`src/rtl/pio_ep_reg_bank.sv`:
```
// PIO endpoint register bank: per-channel shadow address registers, committed to active outputs on demand.
// Optional build macro PIO_REGS_WRCNT_EN adds a saturating per-channel shadow-write counter at offset 5.
module pio_ep_reg_bank #(
   parameter int          NCH          = 2,
   parameter int          TCQ          = 1,
   parameter logic [31:0] IF_V4_BASE   = 32'h0A0015C7,
   parameter logic [47:0] IF_MAC_BASE  = 48'h003776000001,
   parameter logic [31:0] DEST_V4_RST  = 32'h0A0015FF,
   parameter logic [47:0] DEST_MAC_RST = 48'hFFFFFFFFFFFF
) (
   input  logic              clk,
   input  logic              rst_n,
   input  logic [13:0]       rd_addr,
   output logic [31:0]       rd_data,
   input  logic [13:0]       wr_addr,
   input  logic [7:0]        wr_be,
   input  logic [31:0]       wr_data,
   input  logic              wr_en,
   output logic              wr_busy,
   output logic [NCH*32-1:0] if_v4addr,
   output logic [NCH*32-1:0] dest_v4addr,
   output logic [NCH*48-1:0] if_macaddr,
   output logic [NCH*48-1:0] dest_macaddr
);

   // TCQ only matters to behavioural models; this RTL carries no delays.
   if (NCH < 1 || NCH > 8) begin : g_bad_nch
      $error("pio_ep_reg_bank: NCH must be 1..8");
   end
   if (TCQ < 0) begin : g_bad_tcq
      $error("pio_ep_reg_bank: TCQ must be non-negative");
   end

   logic [31:0] sh_if_v4   [NCH];
   logic [31:0] sh_dest_v4 [NCH];
   logic [47:0] sh_if_mac  [NCH];
   logic [47:0] sh_dest_mac[NCH];
   logic [NCH-1:0] dirty;
   logic [7:0]     commit_cnt;
   logic [2:0]     cm_ch;
`ifdef PIO_REGS_WRCNT_EN
   logic [15:0]    wr_cnt [NCH];
`endif

   logic [2:0] wr_ch, wr_off, rd_ch, rd_off;
   logic       wr_bank, rd_bank, wr_chv, wr_acc, wr_used;
   logic [31:0] rd_mux;
   logic        unused_ok;

   assign wr_bank   = (wr_addr[13:12] == 2'b01);
   assign rd_bank   = (rd_addr[13:12] == 2'b01);
   assign wr_ch     = wr_addr[5:3];
   assign wr_off    = wr_addr[2:0];
   assign rd_ch     = rd_addr[5:3];
   assign rd_off    = rd_addr[2:0];
   assign unused_ok = ^{wr_be[7:4], wr_addr[11:6], rd_addr[11:6]};

   // Offsets 3/7 hold only 16 MAC bits in the upper half, so only be[1:0] matter there.
   assign wr_used = (wr_off[1:0] == 2'd3) ? |wr_be[1:0] : |wr_be[3:0];
   assign wr_acc  = wr_en && !wr_busy && wr_bank && wr_chv;

   // be[0] selects the most significant byte.
   function automatic logic [31:0] merge32(input logic [31:0] old, input logic [31:0] d,
                                           input logic [3:0] be);
      logic [31:0] r;
      r = old;
      for (int b = 0; b < 4; b++)
         if (be[b]) r[31-8*b -: 8] = d[31-8*b -: 8];
      return r;
   endfunction

   always_comb begin
      wr_chv = 1'b0;
      rd_mux = 32'h0;
      for (int c = 0; c < NCH; c++) begin
         if (wr_ch == 3'(c)) wr_chv = 1'b1;
         if (rd_bank && rd_ch == 3'(c)) begin
            case (rd_off)
               3'd0: rd_mux = sh_if_v4[c];
               3'd1: rd_mux = {commit_cnt, 23'b0, dirty[c]};
               3'd2: rd_mux = sh_if_mac[c][47:16];
               3'd3: rd_mux = {sh_if_mac[c][15:0], 16'h0};
               3'd4: rd_mux = sh_dest_v4[c];
`ifdef PIO_REGS_WRCNT_EN
               3'd5: rd_mux = {16'h0, wr_cnt[c]};
`else
               3'd5: rd_mux = 32'h0;
`endif
               3'd6: rd_mux = sh_dest_mac[c][47:16];
               default: rd_mux = {sh_dest_mac[c][15:0], 16'h0};
            endcase
         end
      end
   end

   always_ff @(posedge clk) begin
      if (!rst_n) begin
         rd_data    <= 32'h0;
         wr_busy    <= 1'b0;
         commit_cnt <= 8'h0;
         cm_ch      <= 3'd0;
         dirty      <= '0;
         for (int c = 0; c < NCH; c++) begin
            sh_if_v4[c]            <= IF_V4_BASE + 32'(c);
            sh_dest_v4[c]          <= DEST_V4_RST;
            sh_if_mac[c]           <= IF_MAC_BASE + 48'(c);
            sh_dest_mac[c]         <= DEST_MAC_RST;
            if_v4addr[c*32 +: 32]  <= IF_V4_BASE + 32'(c);
            dest_v4addr[c*32 +: 32] <= DEST_V4_RST;
            if_macaddr[c*48 +: 48] <= IF_MAC_BASE + 48'(c);
            dest_macaddr[c*48 +: 48] <= DEST_MAC_RST;
`ifdef PIO_REGS_WRCNT_EN
            wr_cnt[c]              <= 16'h0;
`endif
         end
      end else begin
         rd_data <= rd_mux;
         if (wr_busy) begin
            // Commit cycle: any write presented now is dropped.
            wr_busy    <= 1'b0;
            commit_cnt <= commit_cnt + 8'd1;
            for (int c = 0; c < NCH; c++) begin
               if (cm_ch == 3'(c)) begin
                  if_v4addr[c*32 +: 32]    <= sh_if_v4[c];
                  dest_v4addr[c*32 +: 32]  <= sh_dest_v4[c];
                  if_macaddr[c*48 +: 48]   <= sh_if_mac[c];
                  dest_macaddr[c*48 +: 48] <= sh_dest_mac[c];
                  dirty[c]                 <= 1'b0;
               end
            end
         end else if (wr_acc) begin
            if (wr_off == 3'd1) begin
               if (wr_be[3] && wr_data[0]) begin
                  wr_busy <= 1'b1;
                  cm_ch   <= wr_ch;
               end
            end else if (wr_off != 3'd5 && wr_used) begin
               for (int c = 0; c < NCH; c++) begin
                  if (wr_ch == 3'(c)) begin
                     case (wr_off)
                        3'd0: sh_if_v4[c] <= merge32(sh_if_v4[c], wr_data, wr_be[3:0]);
                        3'd2: sh_if_mac[c][47:16] <= merge32(sh_if_mac[c][47:16], wr_data, wr_be[3:0]);
                        3'd3: sh_if_mac[c][15:0] <=
                                 16'(merge32({sh_if_mac[c][15:0], 16'h0}, wr_data, {2'b00, wr_be[1:0]}) >> 16);
                        3'd4: sh_dest_v4[c] <= merge32(sh_dest_v4[c], wr_data, wr_be[3:0]);
                        3'd6: sh_dest_mac[c][47:16] <= merge32(sh_dest_mac[c][47:16], wr_data, wr_be[3:0]);
                        default: sh_dest_mac[c][15:0] <=
                                 16'(merge32({sh_dest_mac[c][15:0], 16'h0}, wr_data, {2'b00, wr_be[1:0]}) >> 16);
                     endcase
                     dirty[c] <= 1'b1;
`ifdef PIO_REGS_WRCNT_EN
                     if (wr_cnt[c] != 16'hFFFF) wr_cnt[c] <= wr_cnt[c] + 16'd1;
`endif
                  end
               end
            end
         end
      end
   end

endmodule

```
`config.mk`:
```
export PLATFORM = sky130hd
export DESIGN_NAME = pio_ep_reg_bank
export DESIGN_NICKNAME = d
export VERILOG_FILES = /design/src/rtl/pio_ep_reg_bank.sv
export SDC_FILE = /design/constraint.sdc
export NUM_CORES = 1
export LEC_CHECK = 0
export ABC_AREA = 0
export CORE_MARGIN = 2
export CORE_UTILIZATION = 56
export CTS_BUF_LIST = sky130_fd_sc_hd__clkbuf_8
export DETAILED_ROUTE_END_ITERATION = 8
export PLACE_DENSITY_LB_ADDON = 0.2
export SYNTH_ARGS = -nofsm -noshare
export SYNTH_HDL_FRONTEND = slang
export SYNTH_SLANG_ARGS = --single-unit
```
`constraint.sdc`:
```
create_clock -name clk -period 3 [get_ports clk]
set_input_delay 0.6 -clock clk [delete_from_list [all_inputs] [get_ports clk]]
set_output_delay 0.6 -clock clk [all_outputs]
set_load 0.1 [all_outputs]
```
== After elaboration in Yosys (flattened, before gate mapping) ==
Memories as Yosys holds them, arrays and structs flattened.
Index checks and enable logic that the tools add are counted.

* Reductions and logical operators: 26
* Add/subtract/negate cells: 1
* Eq/ne operators: 21
* Bitwise operators: 16
* Multiplexer cells: 439

{| class="wikitable"
|+ Operator list
! cell !! number
|-
| 2-to-1 mux 8 bit || 320
|-
| case mux 32 bit (7 select lines) || 2
|-
| 2-to-1 mux 32 bit || 10
|-
| 2-to-1 mux 1 bit || 99
|-
| 2-to-1 mux 16 bit || 4
|-
| equality test 3 x 1 -> 1 bit (second input constant) || 5
|-
| equality test 3 bit (second input constant) || 5
|-
| logical NOT 3 bit || 5
|-
| equality test 3 x 2 -> 1 bit (second input constant) || 4
|-
| bitwise OR 1 bit || 12
|-
| AND reduction 5 bit || 2
|-
| adder 8 x 1 -> 8 bit (second input constant) || 1
|-
| 2-to-1 mux 2 bit || 4
|-
| nonzero test 2 bit || 4
|-
| OR reduction 4 bit || 2
|-
| logical AND 1 bit || 7
|-
| OR reduction 5 bit || 1
|-
| equality test 2 x 1 -> 1 bit (second input constant) || 2
|-
| != test 2 x 1 -> 1 bit (second input constant) || 2
|-
| inverter 1 bit || 4
|-
| AND reduction 2 bit || 2
|-
| AND reduction 4 bit || 1
|-
| != test 3 bit (second input constant) || 1
|-
| equality test 2 bit (second input constant) || 1
|-
| other kinds (3) || 3
|}

* Bits in writable memories: 320
* Word-level logic and storage cells: 521
* Memories: 4
* Output and inout port bits: 353
* Register bits after elaboration: 366

{| class="wikitable"
|+ Memories
! memory !! depth !! bits a word !! read ports !! clocked after Yosys merged registers in !! write ports !! line !! text
|-
| sh_dest_mac || 2 || 48 || 2 || 0 || 2 || 37 || <nowiki>logic [47:0] sh_dest_mac[NCH];</nowiki>
|-
| sh_if_mac || 2 || 48 || 2 || 0 || 2 || 36 || <nowiki>logic [47:0] sh_if_mac [NCH];</nowiki>
|-
| sh_dest_v4 || 2 || 32 || 2 || 0 || 2 || 35 || <nowiki>logic [31:0] sh_dest_v4 [NCH];</nowiki>
|-
| sh_if_v4 || 2 || 32 || 2 || 0 || 2 || 34 || <nowiki>logic [31:0] sh_if_v4 [NCH];</nowiki>
|}

== Logic depth before layout (Yosys ltp) ==
* Depth after elaboration: 11
* Mapped depth: 9
* Gate-level depth less buffers: 5

== Worst setup path before layout ==
Ideal clock, no wire load.

* Path type: flip-flop to flip-flop
* From: register wr_busy
* To: memory sh_dest_mac[1][0], enable pin
* Path slack: -0.075 ns
* Clock period less this slack: 3.075 ns
* Stages on the path, launching flop included: 8
* Arrival: 2.691 ns
* Cell sequence: dfxtp_1 buf_2 nand4bb_4 or2_2 nor3_1 nand2_1 clkbuf_1 o21ai_0

{| class="wikitable"
|+ RTL lines
! item !! line !! text
|-
| start, declared || 19 || <nowiki>output logic wr_busy,</nowiki>
|-
| start signal, assigned || 99 || <nowiki>wr_busy <= 1'b0;</nowiki>
|-
| start signal, assigned || 120 || <nowiki>wr_busy <= 1'b0;</nowiki>
|-
| start signal, assigned || 134 || <nowiki>wr_busy <= 1'b1;</nowiki>
|-
| end, declared || 37 ||
|}

==> impl_metrics.ini <==
[floorplanning]
die_area_um2 = 49700
die-width_um = 223
initial_core_util = 0.564
die_height_um = 223
num_rows = 80
core-area_um2 = 47500
ios = 424

[clock_tree]
cts_setup_buffers = 0
htreeDepth = 3
hold_buffers = 0
cts_tree = done
clkTransAtPathRegs_ns = 0.07
cts_buffers = 105
root_buffer = clkbuf_8
clkSinkCount = 686
clk_latency_ns = 0.71
cts.repair.resized = 0
cts_buffer_depth = 3

[critical_path]
crit_top_cell = buf_4
cp_max_fo = 9
cpPeakStageDelay_ns = 0.41
end_kind = register
slowest_stage = clkdlybuf4s50_1
cp-startpoint = wr_addr[5]
worstSetupPathType = input port to register
required_ns = 3.38
crit_buf_inv = 4
crit_arrival_ns = 2.85
r2r_start = wr_busy
critPathLaunchType = input port
critPathTopFamily = buffers and inverters
crit_chain = clkdlybuf4s50_1 -> or2_1 -> a311oi_4 -> buf_4 -> nand2_1 -> o21ai_0 -> buf_4 -> a21boi_1 -> buf_4

[synth]
synth-seq-cells = 686
avgSynthCellArea_um2 = 10.7
synth_nets = 2571
synth_area_um2 = 26800
seq_area_frac_synth = 0.631
synth_top_flop_cell = dfxtp_1
ys_types = 56
synth_edf_count = 320
yosys_warnings = 0
synthCells = 2499
synthArstFlopShare = 0

[finish]
finalNetCount = 3018
area_delta_synth_final_pct = 24.8
nFillCells = 3485
final_layout_size_suffix_gt1_frac = 0.231

[routing]
avgViaCountPerCell = 5.94
avgRoutedWirePerCell_um = 24.0
ant_nets = 0
drtIter0Drc = 2675
drc = 0
firstDrtPassIters = 5
drt_wl_total_um = 87800
num_vias = 21705

[hold_path]
holdCritPathClass = input port to register
hold_start = rst_n

[placement]
post-dp-hpwl_um = 62600
gp_congestion = 0.953
port_buffers = 407

[timing]
drv_slew = 0
clock.fmax_mhz = 405
rsz0062_at_grt = no
setup_viol = 0
min_period_over_period = 0.822
setup-tns-final_ns = 0
period_needed_ns = 2.47
whs_ns = 0.205
worst_slew_pin_slew_ns = 1.07
hold_viol = 0
slew_headroom = 0.285
fin_skew_ns = 0.0342

[global_route]
grt_max_degree = 200
antenna_found_initial = 12
grt.total_usage = 0.347
grt-ovfl-total = 0
grt_pass1_vias = 20543
grt_pass1_wl_um = 128000

[power_and_ir_drop]
intPower_mw = 14.7
p_switching_mw = 4.61
comb_power_share = 0.050
p_per_area_nw_per_um2 = 576
p_seq_frac = 0.530
p_clk_frac = 0.419
switching_share = 0.239
ir_worst_vdd_v = 0.000401
leakagePower_nw = 13.3

[job]
drv_cap = 0

[outcome]
status = completed
state kept, by name (all words and copies together), names as in the netlist:
register,count
sh_dest_mac,96
rd_data,32
if_v4addr,64
sh_if_v4,64
dest_v4addr,64
dest_macaddr,96
commit_cnt,8
dirty,2
wr_busy,1
cm_ch,3
sh_if_mac,96
sh_dest_v4,64
if_macaddr,96
worst register-to-register path, stage by stage, from the launching register on:
cell,delay [ns]
dfxtp_1,0.32
nand4bb_4,0.23
a311oi_4,0.29
buf_4,0.20
nand2_1,0.08
o21ai_0,0.39
buf_4,0.20
a21boi_1,0.14
buf_4,0.25
cell usage after synthesis (25+ instances only):
cell type | count | area (um2)
clkbuf_1 | 140 | 526
or2_1 | 32 | 200
a21boi_0 | 170 | 1280
o21a_1 | 27 | 203
nand2b_1 | 28 | 175
dfxtp_1 | 366 | 7330
nand3_1 | 188 | 941
edfxtp_1 | 320 | 9610
and2_1 | 89 | 557
buf_2 | 25 | 125
a21oi_1 | 27 | 135
mux4_2 | 30 | 676
o21ai_0 | 82 | 410
nor2b_1 | 26 | 163
nor2_1 | 37 | 139
nand2_1 | 688 | 2580
mux2i_1 | 34 | 340
layer usage:
metal | routed length, um | vias to the layer above | share of wire | GRT usage
met5 | 25 | - | 0.00028 | 0
met4 | 2850 | 4 | 0.033 | 0.129
met3 | 10100 | 174 | 0.11 | 0.0775
met2 | 38000 | 1353 | 0.43 | 0.502
met1 | 36900 | 10594 | 0.42 | 0.514
li1 | - | 9580 | - | -
metrics by stage:
step | util | cells | cell area [um2] | worst slack [ns] | power (mW)
floorplan | - | 2499 | 26800 | -0.0750 | 10.8
global placement | 0.657 | 3454 | 31300 | -0.100 | 11.3
detailed placement | 0.657 | 3454 | 31300 | -0.167 | 11.3
CTS | 0.704 | 3653 | 33500 | 0.588 | 19.3
global route | 0.704 | 3656 | 33500 | 0.508 | 19.8
finish | 0.704 | 3656 | 33500 | 0.534 | 19.3
path summary, 6_finish.rpt:
check | to | slack [ns] | cells past startpoint
worst min register to register | if_v4addr[30] | 0.46 | 2
worst min-delay path | dest_macaddr[16] | 0.20 | 2
worst max-delay path | sh_if_mac[1][45] | 0.53 | 9
worst max register to register | sh_if_mac[1][45] | 0.57 | 8
area by class of cell:
type / count / area [um2] / area share
well taps: 615 / 769 / 0.0230
inverters: 17 / 63.8 / 0.00191
clock inverters: 73 / 484 / 0.0145
clock buffers: 126 / 1730 / 0.0518
flip-flops and latches: 686 / 16900 / 0.506
repair buffers: 520 / 4340 / 0.130
diodes: 3 / 7.51 / 0.000224
multi-input cells: 1616 / 9150 / 0.273
cells by family (layout without fill, tap and decap cells):
kind of cell / count (synthesis) / count (layout) / share of synthesized area
xor+xnor: 5 / 5 / 0.00163
mux: 80 / 80 / 0.0446
flops: 686 / 686 / 0.631
other cells: 0 / 3 / 0
simple gates: 1136 / 1136 / 0.190
compound gates: 394 / 394 / 0.103
fa+ha+maj: 1 / 1 / 0.000466
buf+inv: 197 / 736 / 0.0289
cells in the final DEF, fill, tap and decap left out, types with 5 or more instances in the layout:
master,n
inv_1,45
buf_12,24
nor3_1,9
a211oi_1,10
dfxtp_1,366
bufinv_16,5
mux4_2,30
clkbuf_8,126
buf_4,445
o22ai_1,19
nand2b_1,27
o221ai_1,5
and2_1,88
nor2b_1,26
edfxtp_1,320
nand4_1,6
or2_1,32
or3_1,11
o21ai_0,82
a22oi_1,9
nand3_1,188
nand2_1,687
a22o_1,5
a21boi_0,162
mux2_2,16
a21o_1,6
o21a_1,27
clkinv_1,9
o221a_2,11
mux2i_1,34
clkinv_2,23
clkdlybuf4s50_1,50
and3_1,6
a21boi_1,8
nor2_1,36
a21oi_1,27
power groups by stage:
stage	Combinational [mW]	Sequential, mW	Clock (mW)
after CTS	0.946	10.2	8.15
after global routing	1.01	10.2	8.54
after floorplan	0.493	10.3	0
after detailed placement	0.943	10.4	0
final	0.970	10.2	8.09
after global placement	0.932	10.4	0
No activity file was read; power rests on OpenSTA's default activity.
